### config.mk
export PLATFORM = sky130hd
export DESIGN_NAME = pixel_scanner
export DESIGN_NICKNAME = d
export VERILOG_FILES = /design/src/rtl/pixel_pkg.sv /design/src/rtl/pixel_scanner_bbox_clip.sv /design/src/rtl/pixel_scanner.sv
export SDC_FILE = /design/constraint.sdc
export NUM_CORES = 1
export LEC_CHECK = 0
export ABC_AREA = 1
export BUFFER_PORTS_ARGS = -buffer_cell sky130_fd_sc_hd__buf_2
export CORE_ASPECT_RATIO = 1.2
export CORE_MARGIN = 2
export CORE_UTILIZATION = 52
export CTS_CLUSTER_DIAMETER = 40
export DETAILED_ROUTE_END_ITERATION = 7
export PLACE_DENSITY = 0.8
export SYNTH_ARGS = -nofsm -noshare
export SYNTH_HDL_FRONTEND = slang
export SYNTH_SLANG_ARGS = --single-unit
### constraint.sdc
create_clock -name clk -period 9.7 [get_ports clk]
set_input_delay 0.97 -clock clk [delete_from_list [all_inputs] [get_ports clk]]
set_output_delay 0.97 -clock clk [all_outputs]
set_load 0.005 [all_outputs]
### src/rtl/pixel_pkg.sv
// Shared definitions for the pixel scanner: resolution defaults, triangle
// record field offsets, scanner state type and small signed helpers.
package pixel_pkg;

  localparam int H_RES_DEF = 1280;
  localparam int V_RES_DEF = 720;

  // Triangle record layout: color|p1x|p1y|p2x|p2y|p3x|p3y|P|nx|ny|nz
  localparam int unsigned P1X_MSB = 143;
  localparam int unsigned P1X_LSB = 128;
  localparam int unsigned P1Y_MSB = 127;
  localparam int unsigned P1Y_LSB = 112;
  localparam int unsigned P2X_MSB = 111;
  localparam int unsigned P2X_LSB = 96;
  localparam int unsigned P2Y_MSB = 95;
  localparam int unsigned P2Y_LSB = 80;
  localparam int unsigned P3X_MSB = 79;
  localparam int unsigned P3X_LSB = 64;
  localparam int unsigned P3Y_MSB = 63;
  localparam int unsigned P3Y_LSB = 48;

  // Contiguous vertex slice handed to the bounding-box logic
  localparam int unsigned VERT_LSB = P3Y_LSB;
  localparam int unsigned VERT_W   = P1X_MSB - P3Y_LSB + 1;

  typedef enum logic [1:0] {
    IDLE  = 2'd0,
    SETUP = 2'd1,
    SCAN  = 2'd2,
    DONE  = 2'd3
  } scan_state_e;

  // 16-bit vertex coordinate widened to 17 bits so min/max/clip never overflow
  function automatic logic signed [16:0] sx17(input logic [15:0] v);
    return {v[15], v};
  endfunction

  function automatic logic signed [16:0] min3(input logic signed [16:0] a,
                                              input logic signed [16:0] b,
                                              input logic signed [16:0] c);
    logic signed [16:0] m;
    m = (a < b) ? a : b;
    return (c < m) ? c : m;
  endfunction

  function automatic logic signed [16:0] max3(input logic signed [16:0] a,
                                              input logic signed [16:0] b,
                                              input logic signed [16:0] c);
    logic signed [16:0] m;
    m = (a > b) ? a : b;
    return (c > m) ? c : m;
  endfunction

  function automatic logic signed [16:0] clip17(input logic signed [16:0] v,
                                                input logic signed [16:0] lim);
    if (v < 17'sd0) begin
      return 17'sd0;
    end else if (v > lim) begin
      return lim;
    end else begin
      return v;
    end
  endfunction

endpackage

### src/rtl/pixel_scanner_bbox_clip.sv
// Combinational bounding box of a triangle: signed min/max of the three
// vertices, clipped to the screen, plus off-screen (skip) and vertical-line
// (degenerate) flags. The scanner registers these outputs in SETUP.
module bbox_clip
  import pixel_pkg::*;
#(
  parameter int H_RES = H_RES_DEF,
  parameter int V_RES = V_RES_DEF
) (
  input  logic [VERT_W-1:0] verts_i,
  output logic [10:0]       xmin_o,
  output logic [10:0]       xmax_o,
  output logic [9:0]        ymin_o,
  output logic [9:0]        ymax_o,
  output logic              skip_o,
  output logic              degen_o
);

  localparam logic signed [16:0] XLIM = 17'(H_RES - 1);
  localparam logic signed [16:0] YLIM = 17'(V_RES - 1);

  logic signed [16:0] p1x, p1y, p2x, p2y, p3x, p3y;
  logic signed [16:0] xmin_r, xmax_r, ymin_r, ymax_r;

  // Unclipped box in 17-bit signed arithmetic
  always_comb begin
    p1x    = sx17(verts_i[P1X_MSB-VERT_LSB -: 16]);
    p1y    = sx17(verts_i[P1Y_MSB-VERT_LSB -: 16]);
    p2x    = sx17(verts_i[P2X_MSB-VERT_LSB -: 16]);
    p2y    = sx17(verts_i[P2Y_MSB-VERT_LSB -: 16]);
    p3x    = sx17(verts_i[P3X_MSB-VERT_LSB -: 16]);
    p3y    = sx17(verts_i[P3Y_MSB-VERT_LSB -: 16]);
    xmin_r = min3(p1x, p2x, p3x);
    xmax_r = max3(p1x, p2x, p3x);
    ymin_r = min3(p1y, p2y, p3y);
    ymax_r = max3(p1y, p2y, p3y);
  end

  // Clipped box truncated to screen coordinate widths, plus the flags
  always_comb begin
    xmin_o  = 11'(clip17(xmin_r, XLIM));
    xmax_o  = 11'(clip17(xmax_r, XLIM));
    ymin_o  = 10'(clip17(ymin_r, YLIM));
    ymax_o  = 10'(clip17(ymax_r, YLIM));
    skip_o  = (xmax_r < 17'sd0) || (xmin_r > XLIM) ||
              (ymax_r < 17'sd0) || (ymin_r > YLIM);
    degen_o = (p1x == p2x) && (p2x == p3x);
  end

endmodule

### src/rtl/pixel_scanner.sv
// Pixel scanner: accepts one triangle record, computes its screen-clipped
// bounding box and walks it emitting one pixel coordinate per handshake.
// Optional build macro PIXEL_SCANNER_SERPENTINE_EN: odd rows (relative to
// ymin) run from xmax down to xmin; default build scans every row upward.
module pixel_scanner
  import pixel_pkg::*;
#(
  parameter int H_RES = H_RES_DEF,
  parameter int V_RES = V_RES_DEF
) (
  input  logic         clk,
  input  logic         rst_n,
  input  logic [159:0] triangle_in,
  input  logic         triangle_valid,
  output logic         triangle_ready,
  input  logic         pixel_ready,
  output logic [10:0]  xcoord_out,
  output logic [9:0]   ycoord_out,
  output logic         pixel_out_valid,
  output logic [159:0] triangle_out,
  output logic         busy,
  output logic         done
);

  scan_state_e  state_q, state_d;
  logic [159:0] tri_q, tri_d;
  logic         busy_q, busy_d;
  logic         done_q, done_d;
  logic [10:0]  x_q, x_d, xmin_q, xmin_d, xmax_q, xmax_d;
  logic [9:0]   y_q, y_d, ymin_q, ymin_d, ymax_q, ymax_d;
`ifdef PIXEL_SCANNER_SERPENTINE_EN
  logic         rev_q, rev_d;
`endif

  logic [10:0]  c_xmin, c_xmax;
  logic [9:0]   c_ymin, c_ymax;
  logic         c_skip, c_degen;

  bbox_clip #(
    .H_RES (H_RES),
    .V_RES (V_RES)
  ) u_bbox_clip (
    .verts_i (tri_q[P1X_MSB:P3Y_LSB]),
    .xmin_o  (c_xmin),
    .xmax_o  (c_xmax),
    .ymin_o  (c_ymin),
    .ymax_o  (c_ymax),
    .skip_o  (c_skip),
    .degen_o (c_degen)
  );

  // State and datapath registers
  always_ff @(posedge clk or negedge rst_n) begin
    if (!rst_n) begin
      state_q <= IDLE;
      tri_q   <= '0;
      busy_q  <= 1'b0;
      done_q  <= 1'b0;
      x_q     <= '0;
      y_q     <= '0;
      xmin_q  <= '0;
      xmax_q  <= '0;
      ymin_q  <= '0;
      ymax_q  <= '0;
`ifdef PIXEL_SCANNER_SERPENTINE_EN
      rev_q   <= 1'b0;
`endif
    end else begin
      state_q <= state_d;
      tri_q   <= tri_d;
      busy_q  <= busy_d;
      done_q  <= done_d;
      x_q     <= x_d;
      y_q     <= y_d;
      xmin_q  <= xmin_d;
      xmax_q  <= xmax_d;
      ymin_q  <= ymin_d;
      ymax_q  <= ymax_d;
`ifdef PIXEL_SCANNER_SERPENTINE_EN
      rev_q   <= rev_d;
`endif
    end
  end

  // Next-state logic: accept, register box, raster walk, completion
  always_comb begin
    state_d = state_q;
    tri_d   = tri_q;
    busy_d  = busy_q;
    done_d  = 1'b0;
    x_d     = x_q;
    y_d     = y_q;
    xmin_d  = xmin_q;
    xmax_d  = xmax_q;
    ymin_d  = ymin_q;
    ymax_d  = ymax_q;
`ifdef PIXEL_SCANNER_SERPENTINE_EN
    rev_d   = rev_q;
`endif
    unique case (state_q)
      IDLE: begin
        if (triangle_valid) begin
          tri_d   = triangle_in;
          busy_d  = 1'b1;
          state_d = SETUP;
        end
      end
      SETUP: begin
        xmin_d = c_xmin;
        xmax_d = c_xmax;
        ymin_d = c_ymin;
        ymax_d = c_ymax;
        x_d    = c_xmin;
        y_d    = c_ymin;
`ifdef PIXEL_SCANNER_SERPENTINE_EN
        rev_d  = 1'b0;
`endif
        state_d = (c_skip || c_degen) ? DONE : SCAN;
      end
      SCAN: begin
        if (pixel_ready) begin
`ifdef PIXEL_SCANNER_SERPENTINE_EN
          // Row turn keeps x at the row end and flips direction
          if (!rev_q && (x_q < xmax_q)) begin
            x_d = x_q + 11'd1;
          end else if (rev_q && (x_q > xmin_q)) begin
            x_d = x_q - 11'd1;
          end else if (y_q < ymax_q) begin
            y_d   = y_q + 10'd1;
            rev_d = ~rev_q;
          end else begin
            state_d = DONE;
          end
`else
          if (x_q < xmax_q) begin
            x_d = x_q + 11'd1;
          end else if (y_q < ymax_q) begin
            x_d = xmin_q;
            y_d = y_q + 10'd1;
          end else begin
            state_d = DONE;
          end
`endif
        end
      end
      DONE: begin
        // done/busy are registered, so the pulse appears as we re-enter IDLE
        done_d  = 1'b1;
        busy_d  = 1'b0;
        state_d = IDLE;
      end
      default: state_d = IDLE;
    endcase
  end

  // Output mapping; ready is forced low while reset is asserted
  always_comb begin
    triangle_ready  = (state_q == IDLE) && rst_n;
    pixel_out_valid = (state_q == SCAN);
    xcoord_out      = pixel_out_valid ? x_q : '0;
    ycoord_out      = pixel_out_valid ? y_q : '0;
    triangle_out    = tri_q;
    busy            = busy_q;
    done            = done_q;
  end

endmodule

# --- After elaboration in Yosys (flattened, before gate mapping) ---
# Index checks and enable logic that the tools add are counted.
word_totals:
  register_bits: 217
  input_bits: 164
  word_cells: 89
op_classes:
  add_sub_neg: 2
  magnitude_cmp: 18
  n_eq_ne: 11
  muxes: 35
  reduce_logical: 14
ops:
  columns: ["cell", "count"]
  rows:
  - ["two-way mux 17 bit", 8]
  - ["two-way mux 11 bit", 8]
  - ["two-way mux 10 bit", 8]
  - ["< comparator 17 x 1 -> 1 bit, second input constant", 4]
  - ["> comparator 16 x 17 -> 1 bit", 2]
  - ["> comparator 17 x 11 -> 1 bit, second input constant", 2]
  - ["> comparator 17 x 12 -> 1 bit, second input constant", 2]
  - ["< comparator 16 x 17 -> 1 bit", 2]
  - ["equality test 16 bit", 2]
  - ["> comparator 16 bit", 2]
  - ["< comparator 16 bit", 2]
  - ["case mux 11 bit (2 select lines)", 1]
  - ["case mux 10 bit (2 select lines)", 1]
  - ["adder 11 x 1 -> 11 bit, second input constant", 1]
  - ["< comparator 11 bit", 1]
  - ["adder 10 x 1 -> 10 bit, second input constant", 1]
  - ["< comparator 10 bit", 1]
  - ["two-way mux 2 bit", 4]
  - ["inequality test 2 bit, second input constant", 4]
  - ["case mux 2 bit (4 select lines)", 1]
  - ["AND reduction 4 bit", 2]
  - ["equality test 2 bit, second input constant", 2]
  - ["logical OR 1 bit", 4]
  - ["AND reduction 2 bit", 2]
  - ["other kinds (9)", 13]

# --- Longest topological paths before layout ---
# Gate-level depths: netlist of the first run.
logic_depth:
  word_depth: 11
  ltp_mapped: 39
  mapped_depth_nobuf: 36

# --- Cells and area by module ---
# Synthesis of the first run repeated with hierarchy kept, for this count alone.
unflattened:
  hier_cells: 2002
  area_unflattened_um2: 14221.1
by_module_without_submodules:
  columns: ["mod", "instances", "cells_each", "area_each_um2"]
  rows:
  - ["pixel_scanner", 1, 1196, 9664.3]
  - ["bbox_clip", 1, 806, 4556.9]

# --- Worst setup path after synthesis of the first run ---
# OpenSTA, ideal clock, no wires.
synth_timing:
  path_kind: "flip-flop to flip-flop"
  startpoint: "register tri_q[111] (netlist: triangle_out[111])"
  endpoint: "register xmax_q[6]"
  setup_ns: 0.132
  t_arrival_ns: 4.120
  path_slack_ns: 5.448
  stages_incl_launch_ff: 27
  path_buffers: 4
  period_less_slack_ns: 4.252
  cell_sequence: "dfrtp_1 > inv_1 > ha_1 > a21oi_1 > o21ai_1 > nor2_1 > nand2_1 > nand2_1 > nand2_2 > o21ai_2 > buf_2 > clkbuf_1 > nand2_1 > o21ai_0 > ha_1 > a21o_1 > o21ai_1 > o211ai_1 > nand2_1 > nand3_1 > xor2_2 > nand2_1 > clkbuf_1 > clkbuf_1 > or2_2 > a21oi_1 > o22ai_1"
synth_between:
  elab_chain_cells: 7
synth_lines:
  columns: ["element", "line_no", "rtl"]
  rows:
  - ["start: declaration", "pixel_scanner.sv:26", "logic [159:0] tri_q, tri_d;"]
  - ["start signal: assignment", "pixel_scanner.sv:70", "tri_q <= tri_d;"]
  - ["> comparator 16 bit", "pixel_pkg.sv:50", "m = (a > b) ? a : b;"]
  - ["two-way mux 17 bit (*)", "pixel_pkg.sv:50", null]
  - ["> comparator 16 x 17 -> 1 bit", "pixel_pkg.sv:51", "return (c > m) ? c : m;"]
  - ["two-way mux 17 bit (*)", "pixel_pkg.sv:51", null]
  - ["> comparator 17 x 12 -> 1 bit", "pixel_pkg.sv:58", "end else if (v > lim) begin"]
  - ["two-way mux 11 bit", "pixel_pkg.sv:58", null]
  - ["two-way mux 11 bit (*)", "pixel_pkg.sv:56", "if (v < 17'sd0) begin"]
  - ["end signal: assignment", "pixel_scanner.sv:76", "xmax_q <= xmax_d;"]
  - ["end: declaration", "pixel_scanner.sv:29", "logic [10:0] x_q, x_d, xmin_q, xmin_d, xmax_q, xmax_d;"]
# Mark *: on every way between the ends. The rest lies on a longest branch, timed or not.
# A chain may end at the register's enable or synchronous reset.

# --- Worst setup path after layout of the first run ---
layout_timing:
  startpoint: "register tri_q[111] (netlist: triangle_out[111])"
  endpoint: "register xmax_q[3]"
# The elaborated chain is that of the path after synthesis.

==> impl.org, run 1 <==
** Clock network
- Counting the buffers created by CTS gives 34.
- For the worst-skew pair, the clock arrives at the later sink with an insertion delay of approximately 0.51 ns.
- Once the clock tree was built, the resizer swapped 0 gates to a different size.
- H-tree depth :: 2
- Clock slew at reported path FFs :: 0.05 ns
- Buffer levels on the longest clock path :: 3
- TritonCTS clock tree :: yes
- In this run the clock root is driven by a sky130_fd_sc_hd__clkbuf_16.
- After clock tree synthesis, the setup repair step added 0 buffers.
- Total clock sinks :: ~220
- Count of hold-fix buffers inserted at cts :: 0

** STA
- Max Clock Freq :: ~0.18 GHz
- Setup repair after global routing left no endpoint under its margin.
- Final setup viols :: 0
- The number of endpoints with negative hold slack in the final report came to 0.
- Post-Route Hold Slack :: roughly 0.39 ns
- In the finished design, the share of the clock period the worst path needs comes to 0.569.
- Slew Viols, Final :: 0
- Minimum clock period after layout :: between 5 and 6 ns
- Setup tns final :: 0 ns
- For the pin with the worst max-slew slack, the measured transition is about 1.2 ns.
- The worst pin sits at a relative slew slack of 0.220.
- The clock arrives with roughly 0.015 ns of skew.

** Floorplan
- Vertical die dimension :: ~180 um
- The floorplan step set the die width to ~150 um.
- After floorplanning, the core was divided into 64 placement rows.
- Floorplan die area :: between 0.02 and 0.03 mm^2
- Initial cell density of the core :: 0.531
- Core ar. :: between 0.02 and 0.03 mm^2
- I/O pin total :: 349

** Logic synthesis
- Most used DFF post-synth :: sky130_fd_sc_hd__dfrtp_1
- Synthesis produced 1805 cells.
- Yosys printed 0 warnings.
- The cell area that synthesis handed to floorplanning was ~0.014 mm^2.
- Of the post-synthesis cell area, the dominant cell type holds 0.401.
- Sequential fraction of the synthesis area :: 0.401
- FFs w/ async S/R, synth :: 1.00
- Counting flops and latches in the post-synthesis netlist gives ~220.
- By area the synthesized netlist is led by sky130_fd_sc_hd__dfrtp_1 (40%), sky130_fd_sc_hd__nand2_1 (20%), sky130_fd_sc_hd__ha_1 (11%), sky130_fd_sc_hd__o21ai_0 (4.8%), sky130_fd_sc_hd__inv_1 (4.7%).
- The synthesized netlist contains 54 unique library cells.
- The average instance in the mapped netlist occupies roughly 7.5 um^2.
- In this run, synthesis inferred 0 flip-flops with an integrated enable.
- Cell type contributing the most total cell area after synthesis :: sky130_fd_sc_hd__dfrtp_1
- The number of nets handed over by synthesis was between 2000 and 2500.

** Final layout
- The top cell types in the final layout, fill and taps aside, are sky130_fd_sc_hd__nand2_1 (705), sky130_fd_sc_hd__buf_2 (347), sky130_fd_sc_hd__dfrtp_1 (217).
- Fraction of layout instances using a drive strength above 1 :: 0.222
- Net count of the finished layout :: 2412
- The finished layout holds about 2500 standard cells, fillers aside.
- Area grow syn2layout :: 22.8%
- The library cell used most frequently in the layout, excluding fill and tap cells, is sky130_fd_sc_hd__nand2_1.

** Drt
- Detailed-router iteration count before antenna repair :: 7
- Summed over all layers, the routed wires come to 42800 um.
- Detailed-route via count :: 13400
- Dividing the detail-routed wire length by the instance count gives roughly 17 um.
- Once detail routing completed, the nets flagged for antenna violations numbered 0.
- Dividing the detail-routed via count by the number of cells gives about 5.4.
- In this run, the number of DRC markers left after iteration 0 of detailed routing was between 700 and 800.
- Remaining design rule violation count :: 0

** Global routing
- Pin count of the biggest net entering global routing :: approximately 130
- Global-route wire length before repair :: slightly below 70000 um
- The via count of the first global-routing pass came to roughly 13000.
- Gr ovfl total :: 0
- The initial antenna violation count is 2.
- Overall Global Routing Usage :: 0.313

** Status
- The run finished with clean final reports.

** Setup path
- The worst register-to-register path ends at xmax_q[3]$_DFFE_PN0P_.
- Crit start category :: flop
- In this run the critical register-to-register path is launched from triangle_out[111]$_DFFE_PN0P_.
- Endpoint class of the critical path :: flop
- Kind of critical path :: reg2reg
- Critical Path AT :: approximately 6 ns
- R2R Setup Slk :: around 4.2 ns
- In this run the worst path has a maximum fanout of 32.
- Number of cells traversed by the worst register-to-register path :: 27
- Data required time of the worst path :: roughly 10 ns

** Place
- GP Congestion :: roughly 0.96
- After detailed placement, the design holds a cell count of approximately 2400.
- Number of I/O port buffers :: roughly 350
- Detailed placement ended at an HPWL of about 32000 um.

** Job
- Across the run, the number of max-cap violations was 0.

** Worst hold path
- The path class of the tightest hold or removal check is in2async.
routing by layer:
layer  global-route usage  up-vias  wire length, um
met4                0.138        0             2050
met2                0.532      585            20800
met1                0.381     6208            16500
met3               0.0621      130             3350
met5                    0        -                0
li1                     -     6511                -
how the worst max path moves through the flow:
stage | from | to | slack (ns) | cells after the start
6_report | triangle_out[111]$_DFFE_PN0P_ | xmax_q[3]$_DFFE_PN0P_ | 4.18 | 27
4_1_cts | triangle_out[111]$_DFFE_PN0P_ | xmax_q[3]$_DFFE_PN0P_ | 4.26 | 27
5_1_grt | triangle_out[111]$_DFFE_PN0P_ | xmax_q[4]$_DFFE_PN0P_ | 3.55 | 26
2_1_floorplan | triangle_out[111]$_DFFE_PN0P_ | xmax_q[6]$_DFFE_PN0P_ | 5.45 | 26
3_5_place_dp | triangle_out[111]$_DFFE_PN0P_ | xmax_q[3]$_DFFE_PN0P_ | 4.29 | 27
3_3_place_gp | triangle_out[103]$_DFFE_PN0P_ | xmax_q[2]$_DFFE_PN0P_ | 4.41 | 29
per-stage QoR:
step                      setup WS (ns)  area (um^2)  utilization
after floorplan                    5.45        13600            -
after global placement             4.41        15500        0.606
after detailed placement           4.29        15500        0.606
after CTS                          4.26        16600        0.652
after global routing               3.55        16600        0.652
final                              4.18        16600        0.652
registers in the layout, indices dropped and copies added, names as in the netlist:
name          flops
y_q              10
done              1
xmin_q           11
busy              1
x_q              11
ymax_q           10
triangle_out    160
state_q           2
xmax_q           11
layout make-up:
| class | count | area [um^2] |
|---|---|---|
| Inverter | 174 | 661 |
| Sequential cell | 217 | 5430 |
| Tap cell | 330 | 413 |
| Clock buffer | 37 | 892 |
| Timing Repair Buffer | 354 | 1800 |
| Fill cell | 2227 | 8900 |
| Clock inverter | 22 | 270 |
| Multi-Input combinational cell | 1348 | 7180 |
| Antenna cell | 2 | 5.00 |
cell families after synthesis:
logic type      after synthesis  synth area share
simple gates                892             0.271
compound gates              314             0.133
xor+xnor                     23            0.0154
fa+ha+maj                   119             0.110
buf+inv                     240            0.0702
flops                       217             0.401
worst max-delay path: stages (launching register included):
cell and delay (ns):
sky130_fd_sc_hd__dfrtp_1 0.40, sky130_fd_sc_hd__inv_1 0.11, sky130_fd_sc_hd__ha_1 0.38, sky130_fd_sc_hd__a21oi_1 0.15
sky130_fd_sc_hd__o21ai_1 0.07, sky130_fd_sc_hd__nor2_1 0.18, sky130_fd_sc_hd__nand2_1 0.10, sky130_fd_sc_hd__nand2_1 0.11
sky130_fd_sc_hd__nand2_2 0.27, sky130_fd_sc_hd__o21ai_2 0.56, sky130_fd_sc_hd__o21ai_0 0.44, sky130_fd_sc_hd__ha_1 0.43
sky130_fd_sc_hd__nand2_1 0.07, sky130_fd_sc_hd__nor2_1 0.14, sky130_fd_sc_hd__o21ai_1 0.08, sky130_fd_sc_hd__o211ai_1 0.09
sky130_fd_sc_hd__nand2_1 0.08, sky130_fd_sc_hd__nand3_1 0.11, sky130_fd_sc_hd__xor2_2 0.28, sky130_fd_sc_hd__nand2_1 0.40
sky130_fd_sc_hd__o21ai_1 0.31, sky130_fd_sc_hd__nand2_1 0.08, sky130_fd_sc_hd__nand2_1 0.06, sky130_fd_sc_hd__nand2_1 0.08
sky130_fd_sc_hd__nand2_1 0.09, sky130_fd_sc_hd__inv_2 0.08, sky130_fd_sc_hd__a21oi_1 0.13, sky130_fd_sc_hd__o22ai_1 0.09
cells in the mapped netlist, types with 16 or more instances:
library cell and count:
sky130_fd_sc_hd__a21oi_1 73, sky130_fd_sc_hd__clkbuf_1 47, sky130_fd_sc_hd__nor2_1 65, sky130_fd_sc_hd__xor2_1 19, sky130_fd_sc_hd__nand3_1 41, sky130_fd_sc_hd__ha_1 119, sky130_fd_sc_hd__o21ai_0 131, sky130_fd_sc_hd__nand2_2 16
sky130_fd_sc_hd__dfrtp_1 217, sky130_fd_sc_hd__o21ai_1 34, sky130_fd_sc_hd__nand2_1 706, sky130_fd_sc_hd__inv_1 168
Power of run 1 is not shown: default switching activity piles up to over one toggle a cycle in this logic, so the estimate is an artifact.
==> inputs of run 2 (changes only) <==
ABC_AREA = 0   (was 1)
PLACE_DENSITY = 0.79   (was 0.8)
clock period = 5.5 ns   (was 9.7 ns; I/O delays follow)
==> run 2 against run 1 <==
Non-clock buffer count rose by 28. Synthesized area rose by 1.3%. Count of clock-buffer cells in the layout fell by 2. Largest cell class unchanged. Flip-flop and latch count did not move. Clock skew fell by 0.0021 ns. Design area rose by 2.5%. Maximum frequency rose by 4.4%.
==> impl.org, run 2 <==
** Status
- Status :: completed

** Place
- Number of I/O port buffers :: 348 (unchanged)
- GP Congestion :: 0.989 (+3.4%)
- Post-detailed-placement cell area :: 0.0160 mm^2 (+3.1%)
- Half-perimeter wire length after detailed placement :: 33100 um (+2.2%)

** Clock network
- The maximum clock insertion buffer count was 3 (unchanged).
- The clock-pin slew reported for the worst setup and hold paths after clock tree synthesis is 0.06 ns (about the same).
- Later-pin clock latency in the skew report :: 0.56 ns (+0.05 ns)
- TritonCTS clock tree :: yes
- H-tree depth :: 1 (-1)
- Clock tree synthesis selected as its root buffer the cell sky130_fd_sc_hd__clkbuf_16.
- Total clock sinks :: 217 (unchanged)
- The number of buffers added by the clock tree synthesis step is 30 (-12%).

** Setup path
- The worst setup path is launched from a flop.
- CP max FO :: 10 (-69%)
- Slowest stage cell on the critical path :: sky130_fd_sc_hd__dfrtp_1
- CP cell instances :: inv_1 -> ha_1 -> nand4_1 -> or3_1 -> a211o_1 -> nand3_2 -> nand2_1 -> buf_4 -> a21oi_1 -> ha_1 -> a21o_1 -> a21o_1 -> a21oi_1 -> nor2_1 -> o32a_1 -> a31o_2 -> mux2i_1 -> a311oi_1 -> a311oi_1
- The data required time at the worst endpoint is 5.90 ns (-4.17 ns).
- The most critical setup path has its startpoint at triangle_out[111]$_DFFE_PN0P_.
- STA classifies the critical path endpoint as a flop.
- R2R Setup Slk :: 0.22 ns (-3.97 ns)
- The logic depth of the worst path, buffers included is 19 (-30%).
- In this run the worst setup path terminates at x_q[0]$_DFFE_PN0P_.
- Critical Path AT :: 5.68 ns (-0.20 ns)
- The delay contributed by the slowest stage of the critical path came to 0.51 ns (-0.05 ns).
- In this design, the largest share of critical-path delay is due to compound AO/OA/AOI/OAI gates.
- Kind of critical path :: reg2reg
- CP Buf/Inv Count :: 2 (unchanged)
- In this run the critical register-to-register path is launched from triangle_out[111]$_DFFE_PN0P_.
- Crit Reg-Reg Endpoint :: x_q[0]$_DFFE_PN0P_
- Number of cells traversed by the worst register-to-register path :: 19 (-30%)

** Logic synthesis
- Count leader, synth :: sky130_fd_sc_hd__dfrtp_1
- Cell type contributing the most total cell area after synthesis :: sky130_fd_sc_hd__dfrtp_1
- In the synthesized netlist, the cells that appear most often are sky130_fd_sc_hd__dfrtp_1 (217), sky130_fd_sc_hd__mux2_2 (167), sky130_fd_sc_hd__ha_1 (119).
- The netlist area before placement was 0.0137 mm^2 (+1.3%).
- Post-Syn Area per Cell :: 10.3 um^2 (+37%)
- The net count of the mapped netlist was 1615 (-23%).
- FFs w/ async S/R, synth :: 1.00 (unchanged)
- The number of distinct library cells after synthesis is 85 (+57%).
- The share of the synthesized area in the top cell type came to 0.395 (-0.00529).
- Number of standard cells after synthesis :: 1332 (-26%)
- Main area contributors after synthesis :: sky130_fd_sc_hd__dfrtp_1 (40%), sky130_fd_sc_hd__mux2_2 (14%), sky130_fd_sc_hd__ha_1 (11%), sky130_fd_sc_hd__mux2i_1 (3.6%), sky130_fd_sc_hd__a21oi_1 (3.1%)
- Sequential fraction of the synthesis area :: 0.395 (-0.00529)
- Most used DFF post-synth :: sky130_fd_sc_hd__dfrtp_1
- The Yosys warning count is 0 (unchanged).
- The number of enable flip-flop cells after synthesis came to 0 (unchanged).
- Register bit count reported by yosys :: 217 (unchanged)

** STA
- Worst setup skew after layout :: 0.0131 ns (-0.00212 ns)
- The time the final worst path needs with I/O delays and setup is 5.28 ns (-0.234 ns).
- The final setup violation count was 0 (unchanged).
- Max Clock Freq :: 0.189 GHz (+4.4%)
- Worst-case headroom to the max-slew limit :: 0.405 (+0.184)
- Unrepaired setup endpoints after global routing :: true
- Share of the clock period used by the worst path :: 0.961 (+0.392)
- The total count of max-transition violations in the final report was 0 (unchanged).
- The transition time of the tightest slew-check pin is 0.882 ns (-0.288 ns).
- Hold Fails Final Rpt :: 0 (unchanged)

** Floorplan
- The overall die area was 0.0277 mm^2 (+1.3%).
- The y dimension of the die is 182 um (+0.65%).
- The core region area is 0.0261 mm^2 (+2.2%).
- The x dimension of the die was 152 um (+0.65%).
- Initial cell density of the core :: 0.526 (-0.00447)
- The boundary pin count was 349 (unchanged).
- The standard-cell row count is 65 (+1.6%).

** Drt
- Detailed-route via count :: 12300 (-8.5%)
- Remaining antenna violation count :: 0 (unchanged)
- The first-pass iteration count of the detailed router was 6 (-1).
- The residual DRC count was 0 (unchanged).
- DR vias/cell :: 5.99 (+11%)
- The routed length per instance came to 21.1 um (+23%).
- The total routed wirelength came to 43400 um (+1.5%).
- Initial drt markers :: 974 (+28%)

** Final layout
- The sequential cell area is 0.00543 mm^2 (unchanged).
- Filler cell count :: 2090 (-6.2%)
- In the layout the commonest cells are sky130_fd_sc_hd__buf_2 (347), sky130_fd_sc_hd__dfrtp_1 (217), sky130_fd_sc_hd__mux2_2 (167).
- Net count of the finished layout :: 1976 (-18%)
- The library cell used most frequently in the layout, excluding fill and tap cells, is sky130_fd_sc_hd__buf_2.
- The area of all placed cells without fillers was 0.0171 mm^2 (+2.5%).
- Area grow syn2layout :: 24.3%
- Number of flip-flops under the largest register name :: 160 (unchanged)
- Fraction of layout instances using a drive strength above 1 :: 0.372 (+0.150)
- The multi-input combinational cell area is 0.00779 mm^2 (+8.5%).

** Global routing
- The via count of the first global-routing pass is 12300 (-7.1%).
- The wire length of the first global-routing pass came to 67900 um (about the same).
- The largest net degree at the start of global routing is 134 (+2.3%).
- Gr ovfl total :: 0 (unchanged)
- The initial antenna violation count was 4 (+2).
- The total global-route track usage is 0.306 (-0.00732).

** Job
- The number of maximum-capacitance constraint violations was 0 (unchanged).

** Worst hold path
- Min-Delay Path Class :: in2reg
==> run 2: changes by cell type in the layout (fill, tap and decap cells not counted), sizes merged, moves of 32 or more <==
cell | previous run | this run
inv | 179 | 93
mux2 | 0 | 167
o21ai | 173 | 40
nor3 | 12 | 44
mux2i | 0 | 50
nand2 | 730 | 63
==> run 2: metrics by stage <==
stage                     setup TNS (ns)   util  worst slack (ns)  cells  hold slack (ns)
after floorplan                        0      -             0.501   1332            0.254
after global placement                 0  0.612             0.450   1993            0.469
after detailed placement               0  0.612             0.272   1993            0.481
after CTS                              0  0.653             0.275   2049            0.201
after global routing             -0.0115  0.654          -0.00563   2051            0.200
final                                  0  0.654             0.217   2052            0.218
==> run 2: metal layers <==
metal | up-vias | track usage | part of all wire | wire length [um]
met5 | - | 0 | 0.00055 | 24
met4 | 4 | 0.113 | 0.038 | 1670
met3 | 116 | 0.0604 | 0.081 | 3520
li1 | 5652 | - | - | -
met1 | 5932 | 0.393 | 0.40 | 17400
met2 | 584 | 0.512 | 0.48 | 20800
==> run 2: how the worst min path moves through the flow <==
stage	end	slack, ns	from	cells past startpoint
2_1_floorplan	busy$_DFFE_PN0P_	0.25	rst_n	0
3_3_place_gp	ymax_q[9]$_DFFE_PN0P_	0.47	ymax_q[9]$_DFFE_PN0P_	1
3_5_place_dp	ymax_q[9]$_DFFE_PN0P_	0.48	ymax_q[9]$_DFFE_PN0P_	1
4_1_cts	triangle_out[79]$_DFFE_PN0P_	0.20	triangle_in[79]	2
5_1_grt	triangle_out[131]$_DFFE_PN0P_	0.20	triangle_in[131]	2
6_report	triangle_out[79]$_DFFE_PN0P_	0.22	triangle_in[79]	2
==> run 2: worst reg2reg max path: stages, from the launching register on <==
cell                       delay [ns]
sky130_fd_sc_hd__dfrtp_1         0.51
sky130_fd_sc_hd__inv_1           0.11
sky130_fd_sc_hd__ha_1            0.36
sky130_fd_sc_hd__nand4_1         0.12
sky130_fd_sc_hd__or3_1           0.41
sky130_fd_sc_hd__a211o_1         0.31
sky130_fd_sc_hd__nand3_2         0.18
sky130_fd_sc_hd__nand2_1         0.18
sky130_fd_sc_hd__buf_4           0.20
sky130_fd_sc_hd__a21oi_1         0.33
sky130_fd_sc_hd__ha_1            0.32
sky130_fd_sc_hd__a21o_1          0.18
sky130_fd_sc_hd__a21o_1          0.17
sky130_fd_sc_hd__a21oi_1         0.13
sky130_fd_sc_hd__nor2_1          0.05
sky130_fd_sc_hd__o32a_1          0.36
sky130_fd_sc_hd__a31o_2          0.30
sky130_fd_sc_hd__mux2i_1         0.21
sky130_fd_sc_hd__a311oi_1        0.50
sky130_fd_sc_hd__a311oi_1        0.17
==> run 2: what timing repair did <==
item | CTS | global route
resized for setup | 0 | 2
buffers inserted | 0 | 2
endpoints found under the hold margin | 4 | 0
hold buffers | 1 | 0
setup endpoints to repair | 0 | 15
==> run 2: cells by family (layout without fill, tap and decap cells) <==
| logic type | count (synthesis) | in the layout | share of synthesized area |
|---|---|---|---|
| buffers and inverters | 137 | 521 | 0.0389 |
| AND/OR/NAND/NOR | 323 | 323 | 0.118 |
| XOR/XNOR | 26 | 26 | 0.0166 |
| multiplexers | 217 | 217 | 0.174 |
| AO/OA/AOI/OAI | 293 | 293 | 0.150 |
| adder cells (fa/ha/maj) | 119 | 119 | 0.108 |
| flip-flops | 217 | 217 | 0.395 |
| other | 0 | 1 | 0 |
==> run 2: area by class of cell <==
cell class	count	share of cell area
inverter	84	0.0185
antenna	1	0.000147
clock buffer	35	0.0463
tap	335	0.0246
clock inverter	20	0.0163
timing repair buffer	382	0.120
sequential	217	0.318
multi-input combinational	978	0.456
Power of run 2 is left out for the same reason.
==> inputs of run 3 (changes only) <==
MAX_ROUTING_LAYER = met4   (was default)
==> run 3 against run 2 <==
The run now ends with negative hold slack left. Non-clock buffer count rose by 5. Sequential share of layout area decreased by 0.35 points. Global-route usage up 0.49 points. Critical path depth is the same. Critical path type unchanged. Critical endpoint is now y_q[8]$_DFFE_PN0P_. Largest cell class unchanged. Highest routed layer is now met4.
==> impl.org, run 3 (synthesis results as in run 2) <==
** Drt
- Remaining design rule violation count :: 0 (unchanged)
- The final antenna-violating net count is 0 (unchanged).
- The routed length per instance is 20.8 um (-1.7%).
- DR vias/cell :: 6.01 (+0.41%)
- The number of violations reported at the end of detailed-routing iteration 0 was 858 (-12%).
- The first-pass iteration count of the detailed router is 5 (-1).
- Wire length after detailed routing :: 43000 um (-0.97%)
- Detailed-route via count :: 12400 (+1.1%)

** Final layout
- Number of flip-flops under the largest register name :: 160 (unchanged)
- The final cell count without fillers came to 2067 (+0.73%).
- The net count reported at finish is 1987 (+0.56%).
- The library cell used most frequently in the layout, excluding fill and tap cells, is sky130_fd_sc_hd__buf_2.
- Fraction of layout instances using a drive strength above 1 :: 0.380 (+0.00841)
- From synthesis to final layout, the design area changed by 25.7%.
- Most frequent cells in the layout :: sky130_fd_sc_hd__buf_2 (347), sky130_fd_sc_hd__dfrtp_1 (217), sky130_fd_sc_hd__mux2_2 (167)

** Clock network
- Later-pin clock latency in the skew report :: 0.51 ns (-0.05 ns)
- Clock root cell :: sky130_fd_sc_hd__clkbuf_16
- TritonCTS built the clock tree.
- The number of buffers added by the clock tree synthesis step was 35 (+17%).
- The count of buffers added by post-CTS timing repair for setup is 0 (unchanged).
- The clock sink count was 217 (unchanged).
- Count of hold-fix buffers inserted at cts :: 0 (-1)
- The H-tree level count was 2 (+1).
- Buffer levels on the longest clock path :: 3 (unchanged)
- Clock slew at reported path FFs :: 0.06 ns (about the same)

** Floorplan
- FP Rows :: 65 (unchanged)
- Vertical die dimension :: 182 um (unchanged)
- The boundary pin count came to 349 (unchanged).
- Core ar. :: 0.0261 mm^2 (unchanged)
- The x dimension of the die came to 152 um (unchanged).
- Initial cell density of the core :: 0.526 (unchanged)
- Floorplan die area :: 0.0277 mm^2 (unchanged)

** Global routing
- Initial antenna violation count :: 5 (+1)
- Overall Global Routing Usage :: 0.310 (+0.00486)
- The wire length of the first global-routing pass was 66700 um (-1.8%).
- The via count of the first global-routing pass came to 12300 (+0.073%).
- The largest net degree at the start of global routing is 136 (+1.5%).
- The overflow left after global routing was 0 (unchanged).

** STA
- Post-Route Hold Slack :: -0.00865 ns (-0.227 ns)
- The final cycle utilization of the critical path was 0.955 (-0.00582).
- The number of endpoints with negative hold slack in the final report came to 11 (+11).
- The total count of max-transition violations in the final report came to 0 (unchanged).
- The final setup violation count came to 0 (unchanged).
- The transition time of the tightest slew-check pin was 0.959 ns (+0.0778 ns).
- Minimum clock period after layout :: 5.25 ns (-0.0320 ns)
- The achievable clock frequency was 0.190 GHz (+0.61%).
- Worst-case headroom to the max-slew limit :: 0.352 (-0.0525)
- Worst setup skew after layout :: 0.0272 ns (+0.0140 ns)
- The final worst-path setup slack came to 0.249 ns (+0.0320 ns).

** Setup path
- The depth of the worst register-to-register path was 19 (unchanged).
- The worst-case register-to-register setup slack is 0.25 ns (+0.03 ns).
- The endpoint identified for the worst register-to-register timing path is y_q[8]$_DFFE_PN0P_.
- In this run the worst setup path terminates at y_q[8]$_DFFE_PN0P_.
- Crit Reg-Reg Startpoint :: triangle_out[95]$_DFFE_PN0P_
- The arrival time at the worst endpoint is 5.65 ns (-0.03 ns).
- Data required time of the worst path :: 5.90 ns (about the same)
- The worst setup path is launched from a flop.
- Kind of critical path :: reg2reg
- Launch point of the critical path :: triangle_out[95]$_DFFE_PN0P_
- The worst setup path is captured at a flop.
- CP max FO :: 7 (-3)

** Status
- The flow ran to the end, but the final reports show violations.
- Violations in the final reports :: negative hold slack

** Place
- The number of buffers inserted by port buffering is 348 (unchanged).
- Worst slack after detailed placement :: 0.243 ns (-0.0283 ns)
- GP Congestion :: 1.04 (+5.2%)
- Number of placed instances with taps included :: 2001 (+0.40%)
- The detailed placement HPWL was 32900 um (-0.50%).

** Job
- The number of maximum-capacitance constraint violations was 0 (unchanged).

** Worst hold path
- Min-Delay Path Class :: in2async
==> run 3: cell count changes in the layout (fill, tap and decap cells not counted), sizes merged <==
| cell | before | now |
|---|---|---|
| clkbuf | 35 | 41 |
| diode | 1 | 4 |
| clkinv | 6 | 5 |
| buf | 381 | 387 |
| clkinvlp | 1 | 2 |
| bufinv | 4 | 1 |
| a211oi | 17 | 18 |
| dlygate4sd3 | 1 | 0 |
| inv | 93 | 96 |
==> run 3: worst min path at each step <==
| stage | from | endpoint | slack [ns] | depth (start not counted) |
|---|---|---|---|---|
| after global placement | ymax_q[9]$_DFFE_PN0P_ | ymax_q[9]$_DFFE_PN0P_ | 0.47 | 1 |
| after global routing | rst_n | triangle_out[110]$_DFFE_PN0P_ | 0.05 | 1 |
| final | rst_n | triangle_out[146]$_DFFE_PN0P_ | -0.009 | 1 |
| after detailed placement | ymax_q[9]$_DFFE_PN0P_ | ymax_q[9]$_DFFE_PN0P_ | 0.49 | 1 |
| after floorplan | rst_n | busy$_DFFE_PN0P_ | 0.25 | 0 |
| after CTS | rst_n | triangle_out[136]$_DFFE_PN0P_ | 0.03 | 1 |
==> run 3: worst max-delay path, stage by stage, from the launching register on <==
cell and delay [ns]:
sky130_fd_sc_hd__dfrtp_1 0.42, sky130_fd_sc_hd__inv_1 0.07, sky130_fd_sc_hd__ha_1 0.39, sky130_fd_sc_hd__nand4_2 0.15
sky130_fd_sc_hd__or4_4 0.58, sky130_fd_sc_hd__a21oi_2 0.24, sky130_fd_sc_hd__nor4_1 0.13, sky130_fd_sc_hd__nor2_2 0.21
sky130_fd_sc_hd__buf_4 0.19, sky130_fd_sc_hd__mux2i_1 0.31, sky130_fd_sc_hd__ha_1 0.31, sky130_fd_sc_hd__a21o_1 0.19
sky130_fd_sc_hd__a21o_1 0.18, sky130_fd_sc_hd__a21oi_2 0.23, sky130_fd_sc_hd__o31ai_4 0.13, sky130_fd_sc_hd__o21a_1 0.27
sky130_fd_sc_hd__a211oi_4 0.34, sky130_fd_sc_hd__nand2_2 0.12, sky130_fd_sc_hd__or3_1 0.40, sky130_fd_sc_hd__a221oi_2 0.28
==> run 3: cell type report <==
cell class	instances	area, um^2
repair buffers	387	2070
well taps	335	419
inverters	84	315
clock inverters	20	211
flip-flops and latches	217	5430
multi-input cells	979	7860
diodes	4	10.0
fillers	2127	8850
clock buffers	41	940
==> run 3: per-layer routing <==
layer  GRT usage  wire [um]
met1       0.396      17200
met2       0.481      20000
met3      0.0630       3730
met4       0.137       2000
met5           -          0
==> run 3: stage by stage <==
| stage | setup TNS, ns | util | cell area, um^2 |
|---|---|---|---|
| after floorplan | 0 | - | 13700 |
| after global placement | 0 | 0.613 | 16000 |
| after detailed placement | 0 | 0.613 | 16000 |
| after CTS | 0 | 0.657 | 17200 |
| after global routing | -0.0332 | 0.661 | 17300 |
| final | 0 | 0.661 | 17300 |
==> run 3: timing repair <==
item / 4_1_cts / 5_1_grt
endpoints found under the setup margin: 0 / 22
hold endpoints to repair: 0 / 0
resized for setup: 0 / 13
Power of run 3 is left out for the same reason.
